File: config.mk
export PLATFORM = sky130hd
export DESIGN_NAME = pifo_rank_queue
export DESIGN_NICKNAME = d
export VERILOG_FILES = /design/src/rtl/pifo_rank_queue.sv
export SDC_FILE = /design/constraint.sdc
export NUM_CORES = 2
export LEC_CHECK = 0
export BUFFER_PORTS_ARGS = -buffer_cell sky130_fd_sc_hd__buf_2
export CAP_MARGIN = 20
export CORE_MARGIN = 1.5
export CORE_UTILIZATION = 46
export CTS_CLUSTER_SIZE = 28
export DETAILED_ROUTE_END_ITERATION = 16
export PLACE_DENSITY_LB_ADDON = 0.25
export SETUP_SLACK_MARGIN = 0.15
export SLEW_MARGIN = 10
export SYNTH_ARGS = -nofsm -noshare
export SYNTH_HDL_FRONTEND = slang
export SYNTH_SLANG_ARGS = --single-unit
File: constraint.sdc
create_clock -name axis_aclk -period 44.1 [get_ports axis_aclk]
set_clock_uncertainty 0.1 [all_clocks]
set_input_delay 8.82 -clock axis_aclk [delete_from_list [all_inputs] [get_ports axis_aclk]]
set_output_delay 8.82 -clock axis_aclk [all_outputs]
set_load 0.1 [all_outputs]
File: src/rtl/pifo_rank_queue.sv
// pifo_rank_queue: sorted shift-register PIFO (lowest rank first, FIFO on ties)
// with same-cycle insert+pop and a rank-threshold pause gate on the pop side.
module pifo_rank_queue #(
    parameter int DEPTH          = 16,
    parameter int RANK_WIDTH     = 18,
    parameter int META_WIDTH     = 12,
    parameter int ALMOST_FULL_ON = 12,
    parameter int CNT_WIDTH      = 5
) (
    input  logic                  axis_aclk,
    input  logic                  axis_reset,
    input  logic                  s_insert_valid,
    output logic                  s_insert_ready,
    input  logic [RANK_WIDTH-1:0] s_insert_rank,
    input  logic [META_WIDTH-1:0] s_insert_meta,
    output logic                  m_pop_valid,
    input  logic                  m_pop_ready,
    output logic [RANK_WIDTH-1:0] m_pop_rank,
    output logic [META_WIDTH-1:0] m_pop_meta,
    input  logic                  s_pause_valid,
    input  logic [RANK_WIDTH-1:0] s_pause_rank,
    output logic [CNT_WIDTH-1:0]  count,
    output logic                  full,
    output logic                  almost_full
);
    localparam int EW = 1 + RANK_WIDTH + META_WIDTH;

    // Entry layout: {valid, rank, meta}; an invalid entry is all zeros.
    logic [EW-1:0]         e_q [DEPTH];
    logic [EW-1:0]         e_d [DEPTH];
    logic [EW-1:0]         up  [DEPTH];
    logic [EW-1:0]         dn  [DEPTH];
    logic [EW-1:0]         new_e;
    logic [DEPTH+1:0]      le;
    logic [CNT_WIDTH-1:0]  cnt_q, cnt_d;
    logic                  full_q, af_q;
    logic [RANK_WIDTH-1:0] pause_q;
    logic                  ins, pop;

    assign new_e          = {1'b1, s_insert_rank, s_insert_meta};
    assign s_insert_ready = !full_q;
    assign ins            = s_insert_valid & !full_q;
    assign m_pop_rank     = e_q[0][EW-2 -: RANK_WIDTH];
    assign m_pop_meta     = e_q[0][META_WIDTH-1:0];
    assign m_pop_valid    = e_q[0][EW-1] & ((&pause_q) | (m_pop_rank < pause_q));
    assign pop            = m_pop_valid & m_pop_ready;
    assign count          = cnt_q;
    assign full           = full_q;
    assign almost_full    = af_q;
    assign cnt_d          = cnt_q + CNT_WIDTH'(ins) - CNT_WIDTH'(pop);

    // le[i+1] marks entry i as ahead of the new entry; the array is sorted, so le is a
    // prefix mask and the insert slot p is where it first drops. le[0]/le[DEPTH+1] are guards.
    always_comb begin
        le     = '0;
        le[0]  = 1'b1;
        up[DEPTH-1] = '0;
        dn[0]  = '0;
        for (int i = 0; i < DEPTH; i++)
            le[i+1] = e_q[i][EW-1] && (e_q[i][EW-2 -: RANK_WIDTH] <= s_insert_rank);
        for (int i = 0; i < DEPTH - 1; i++) begin
            up[i]   = e_q[i+1];
            dn[i+1] = e_q[i];
        end
        for (int i = 0; i < DEPTH; i++)
            e_d[i] = (ins && pop) ? (le[i+2] ? up[i] : (le[i+1] || i == 0) ? new_e : e_q[i])
                   : ins          ? (le[i+1] ? e_q[i] : le[i] ? new_e : dn[i])
                   : pop          ? up[i]
                   :                e_q[i];
    end

    always_ff @(posedge axis_aclk or posedge axis_reset) begin
        if (axis_reset) begin
            for (int i = 0; i < DEPTH; i++)
                e_q[i] <= '0;
            cnt_q   <= '0;
            full_q  <= 1'b0;
            af_q    <= 1'b0;
            pause_q <= '1;
        end else begin
            e_q    <= e_d;
            cnt_q  <= cnt_d;
            full_q <= cnt_d == CNT_WIDTH'(DEPTH);
            af_q   <= cnt_d >= CNT_WIDTH'(ALMOST_FULL_ON);
            if (s_pause_valid)
                pause_q <= s_pause_rank;
        end
    end
endmodule

=== Yosys cells after proc, flatten, opt, wreduce, memory -nomap -nowiden ===
Index checks and enable logic that the tools add are counted.

* Add/subtract/negate cells: 2
* Magnitude comparators: 18
* Equality and inequality tests: 4
* Mux-type cells: 81
* Bitwise operators: 4
* Reduce and logical (&&, ||, !) cells: 23

{| class="wikitable"
|+ Operator list
! kind !! number
|-
| 2-to-1 mux 31 bit || 81
|-
| less-or-equal comparator 18 bit || 16
|-
| less-than comparator 18 bit || 1
|-
| AND reduction 18 bit || 1
|-
| logical AND 1 bit || 17
|-
| != test 3 x 2 -> 1 bit (second input constant) || 2
|-
| AND reduction 2 bit || 3
|-
| adder 5 x 1 -> 5 bit || 1
|-
| equality test 5 bit (second input constant) || 1
|-
| >= comparator 5 x 4 -> 1 bit (second input constant) || 1
|-
| subtractor 5 x 1 -> 5 bit || 1
|-
| AND 1 bit || 3
|-
| nonzero test 3 bit || 1
|-
| != test 2 bit (second input constant) || 1
|-
| zero test 1 bit || 1
|-
| bitwise OR 1 bit || 1
|}

* Register bits: 521
* Logic and storage cells: 152

=== Longest topological paths before layout ===
* Word-level depth: 7
* Gate-level depth with buffers: 19

=== Least setup slack after synthesis ===
OpenSTA, ideal clock, no wires.

* Path type: input port to flip-flop
* Start: input s_insert_valid
* End: register e_q (netlist bit dn[404])
* Library setup time: 124 ps
* Data arrival time: 11413 ps
* Data required time: 43876 ps
* Path slack: 32463 ps
* Stages: 11
* Buffers on the path: 5
* Path through: nand2b_1 > clkbuf_1 > clkbuf_1 > ha_1 > clkinv_1 > nand2_1 > clkbuf_1 > clkbuf_1 > clkbuf_1 > a311oi_1 > a211o_1

* Word-level cells in the longest chain between the ends: 4
* Elaborated cells on any way between the ends: 7
* Those cells by class: 1 x eq/ne; 2 x mux; 1 x bitwise; 3 x reduce/logical

{| class="wikitable"
|+ RTL lines
! item !! line !! RTL
|-
| start, declared || 12 || <nowiki>input logic s_insert_valid,</nowiki>
|-
| AND 1 bit * || 42 || <nowiki>assign ins = s_insert_valid & !full_q;</nowiki>
|-
| logical AND 1 bit || 66 || <nowiki>e_d[i] = (ins && pop) ? (le[i+2] ? up[i] : (le[i+1] || i == 0) ? new_e : e_q[i])</nowiki>
|-
| != test 3 x 2 -> 1 bit (no line) or nonzero test 3 bit (tied branches) || n/a ||
|-
| AND reduction 2 bit (no line) || n/a ||
|-
| end signal, assigned by index || 75 || <nowiki>e_q[i] <= '0;</nowiki>
|-
| end signal, assigned || 81 || <nowiki>e_q <= e_d;</nowiki>
|-
| end, declared || 29 || <nowiki>logic [EW-1:0] e_q [DEPTH];</nowiki>
|}

Mark *: on every way between the ends. The rest lies on a longest branch, timed or not.
A chain may end at the register's enable or synchronous reset.

=== Worst setup path after layout ===
* Start: input s_insert_rank[5]
* End: register e_q (netlist bit dn[103])

* Word-level cells in the longest chain between the ends: 6
* Elaborated cells on any way between the ends: 12
* Those cells by class: 3 x order compare; 6 x mux; 3 x reduce/logical

{| class="wikitable"
|+ RTL lines
! item !! line !! RTL
|-
| start, declared || 14 || <nowiki>input logic [RANK_WIDTH-1:0] s_insert_rank,</nowiki>
|-
| less-or-equal comparator 18 bit || 60 || <nowiki>le[i+1] = e_q[i][EW-1] && (e_q[i][EW-2 -: RANK_WIDTH] <= s_insert_rank);</nowiki>
|-
| logical AND 1 bit || 60 ||
|-
| 2-to-1 mux 31 bit (3 in a row) || 67 || <nowiki>: ins ? (le[i+1] ? e_q[i] : le[i] ? new_e : dn[i])</nowiki>
|-
| 2-to-1 mux 31 bit * || 66 ||
|}

Marks and branches as above.

==> flow_summary.json <==
{
  "run_status": "finished clean",
  "portBuffers": 91,
  "max-vdd-ir-drop_uv": 69.2,
  "numClockSinks": 521,
  "cp_max_fo": 60,
  "syn_area_mm2": 0.0402,
  "post_drt_via_cell_ratio": 7.41,
  "root_buffer": "clkbuf_16",
  "setup_viol": 0,
  "syn-mean-instance-area_um2": 8.76,
  "yosys.cell_count.top_type": "dfrtp_1",
  "setup_tns_ns": 0,
  "path_class": "input pin to register",
  "yosys_warnings": 0,
  "ant_nets": 0,
  "powerDensity_mw_per_mm2": 76.2,
  "ys_top_cells_by_area": "dfrtp_1, ha_1, o21ai_0",
  "synth_edf_count": 0,
  "critPathSlowestCell": "a2111oi_0",
  "clock_path_buffers": 3,
  "cts_setup_buffers": 0,
  "synth_top_area_cell": "dfrtp_1",
  "synthFlopType": "dfrtp_1",
  "cts_resized": 0,
  "final_nets": 4761,
  "max_freq_ghz": 0.0754,
  "worst_slew_pin_slew_ns": 1.18,
  "fp.dieW_um": 299,
  "relSlewSlack": 0.213,
  "core_area_mm2": 0.0866,
  "hold_path_class": "register to register",
  "dieArea_mm2": 0.0892,
  "cpMostUsedCell": "buf_4",
  "slowest_delay_ns": 0.71,
  "power_mw": 3.34,
  "io_pins": 92,
  "wl_per_cell_um": 29.7,
  "synth_cell_types": 88,
  "cp.buffers_inverters": 5,
  "initial_core_util": 0.464,
  "grt_pass1_wl_um": 254000,
  "wirelength_um": 166000,
  "area_delta_synth_final_pct": 9.12,
  "post-route-period-util": 0.301,
  "clk_pin_slew_ns": 0.06,
  "drt_pass1_iterations": 8,
  "grt_start_max_net_pins": 148,
  "p_leak_nw": 18.2,
  "num_vias": 41500,
  "hold_viol": 0,
  "start_kind": "input pin",
  "maxCapViolCount": 0,
  "async_reset_ff_frac": 1.00,
  "critPathArrivalTime_ns": 13.70,
  "crit_path_cell_trace": "buf_2, inv_1, ha_1, a21oi_1, o21ai_0, a2111oi_0, o22ai_4, buf_4, buf_4, o21ai_2, buf_4, a32o_1, a211o_1",
  "grt_pass1_vias": 39300,
  "drc": 0,
  "critical_path_required_ns": 44.54,
  "period_minus_slack_ns": 13.26,
  "antenna_found_initial": 0,
  "synth_common_cells": "dfrtp_1, o21ai_0, clkbuf_1",
  "detailed_place_hpwl_um": 109000,
  "grt_usage": 0.364,
  "placement_rows": 108,
  "gp_congestion": 0.983,
  "die_y_um": 299,
  "drt_iter0_markers": 5837,
  "rsz0062_at_grt": "false",
  "ys_seq_elements": 521,
  "grt.overflow.total": 0,
  "diodes": 0,
  "cts_hold_buf": 0,
  "syn_nets": 4956,
  "clk_latency_ns": 0.64,
  "synth_top_area_frac": 0.313,
  "cts_max_level": 3,
  "yosysSeqAreaShare": 0.325,
  "cts_buffers": 67,
  "final_layout_size_suffix_gt1_frac": 0.107,
  "slew_viol_final": 0,
  "end_kind": "register",
  "critPathTopFamily": "buffers and inverters",
  "cts_tree": "built",
  "syn_inst": 4590
}
==> cell usage in the layout (no fill, tap or decap), types with 70 or more instances in the layout <==
cell / n
nand4_1: 90
o21ai_0: 424
buf_4: 133
a211oi_1: 132
o211ai_1: 134
ha_1: 311
nor3_1: 143
a21oi_1: 192
clkbuf_16: 70
a31oi_1: 96
nor2_1: 144
a221o_1: 107
dfrtp_1: 503
a22oi_1: 95
mux2i_1: 113
buf_2: 91
nand3_1: 133
inv_1: 179
nand2_1: 269
a211o_1: 125
==> final timing paths <==
kind / startpoint / endpoint / slack (ns) / depth (start not counted)
worst max register to register: pause_q[16] / dn[133] / 38.21 / 17
worst max-delay path: s_insert_rank[5] / dn[103] / 30.84 / 13
max in group asynchronous: axis_reset / dn[237] / 32.66 / 5
min in group asynchronous: axis_reset / dn[5] / 8.22 / 2
worst min register to register: dn[186] / dn[186] / 0.39 / 1
worst min-delay path: dn[186] / dn[186] / 0.39 / 1
==> stage by stage <==
step                      hold slack (ns)  std cells  setup slack [ns]  instance area, µm²   util
final                               0.393       5598             30.84               43900  0.506
after global routing                0.414       5598             30.65               43900  0.506
after detailed placement            0.379       5476             30.14               41600  0.480
after CTS                           0.392       5593             30.75               43800  0.505
after floorplan                     0.359       4590             20.65               40200      -
after global placement              0.375       5473             30.19               41500  0.479
==> layer usage <==
metal  vias to the layer above  global-route usage  wire, µm
met2                      2999               0.524     69600
met3                       542              0.0811     20500
met5                         -                   0         0
met4                         0               0.176      8600
li1                      17500                   -         -
met1                     20400               0.515     67600
==> logic make-up after synthesis <==
family	Yosys count	synth area share
AO/OA/AOI/OAI	1958	0.352
AND/OR/NAND/NOR	964	0.116
buffers and inverters	681	0.0698
flip-flops	521	0.325
adder cells (fa/ha/maj)	313	0.0976
multiplexers	149	0.0382
XOR/XNOR	4	0.000872
==> sequential cells by signal (all words and copies together) (netlist names) <==
| name | cells |
|---|---|
| dn | 435 |
| e_q | 31 |
| m_pop_rank | 18 |
| pause_q | 18 |
| m_pop_meta | 12 |
| count | 5 |
| almost_full | 1 |
| full | 1 |
==> power breakdown <==
part	internal [mW]	total [mW]	switching, mW
Combinational	0.616	1.81	1.20
Clock	0.331	0.566	0.235
Sequential	0.679	0.962	0.283
Total	1.63	3.34	1.71
==> area by class of cell <==
cell class,instances,area (µm²)
inverter,184,698
sequential,521,13100
multi-input combinational,3388,24800
timing repair buffer,233,1660
tap,1155,1450
clock buffer,103,2010
fill,7963,42800
clock inverter,14,179
No activity file was read; power rests on OpenSTA's default activity.
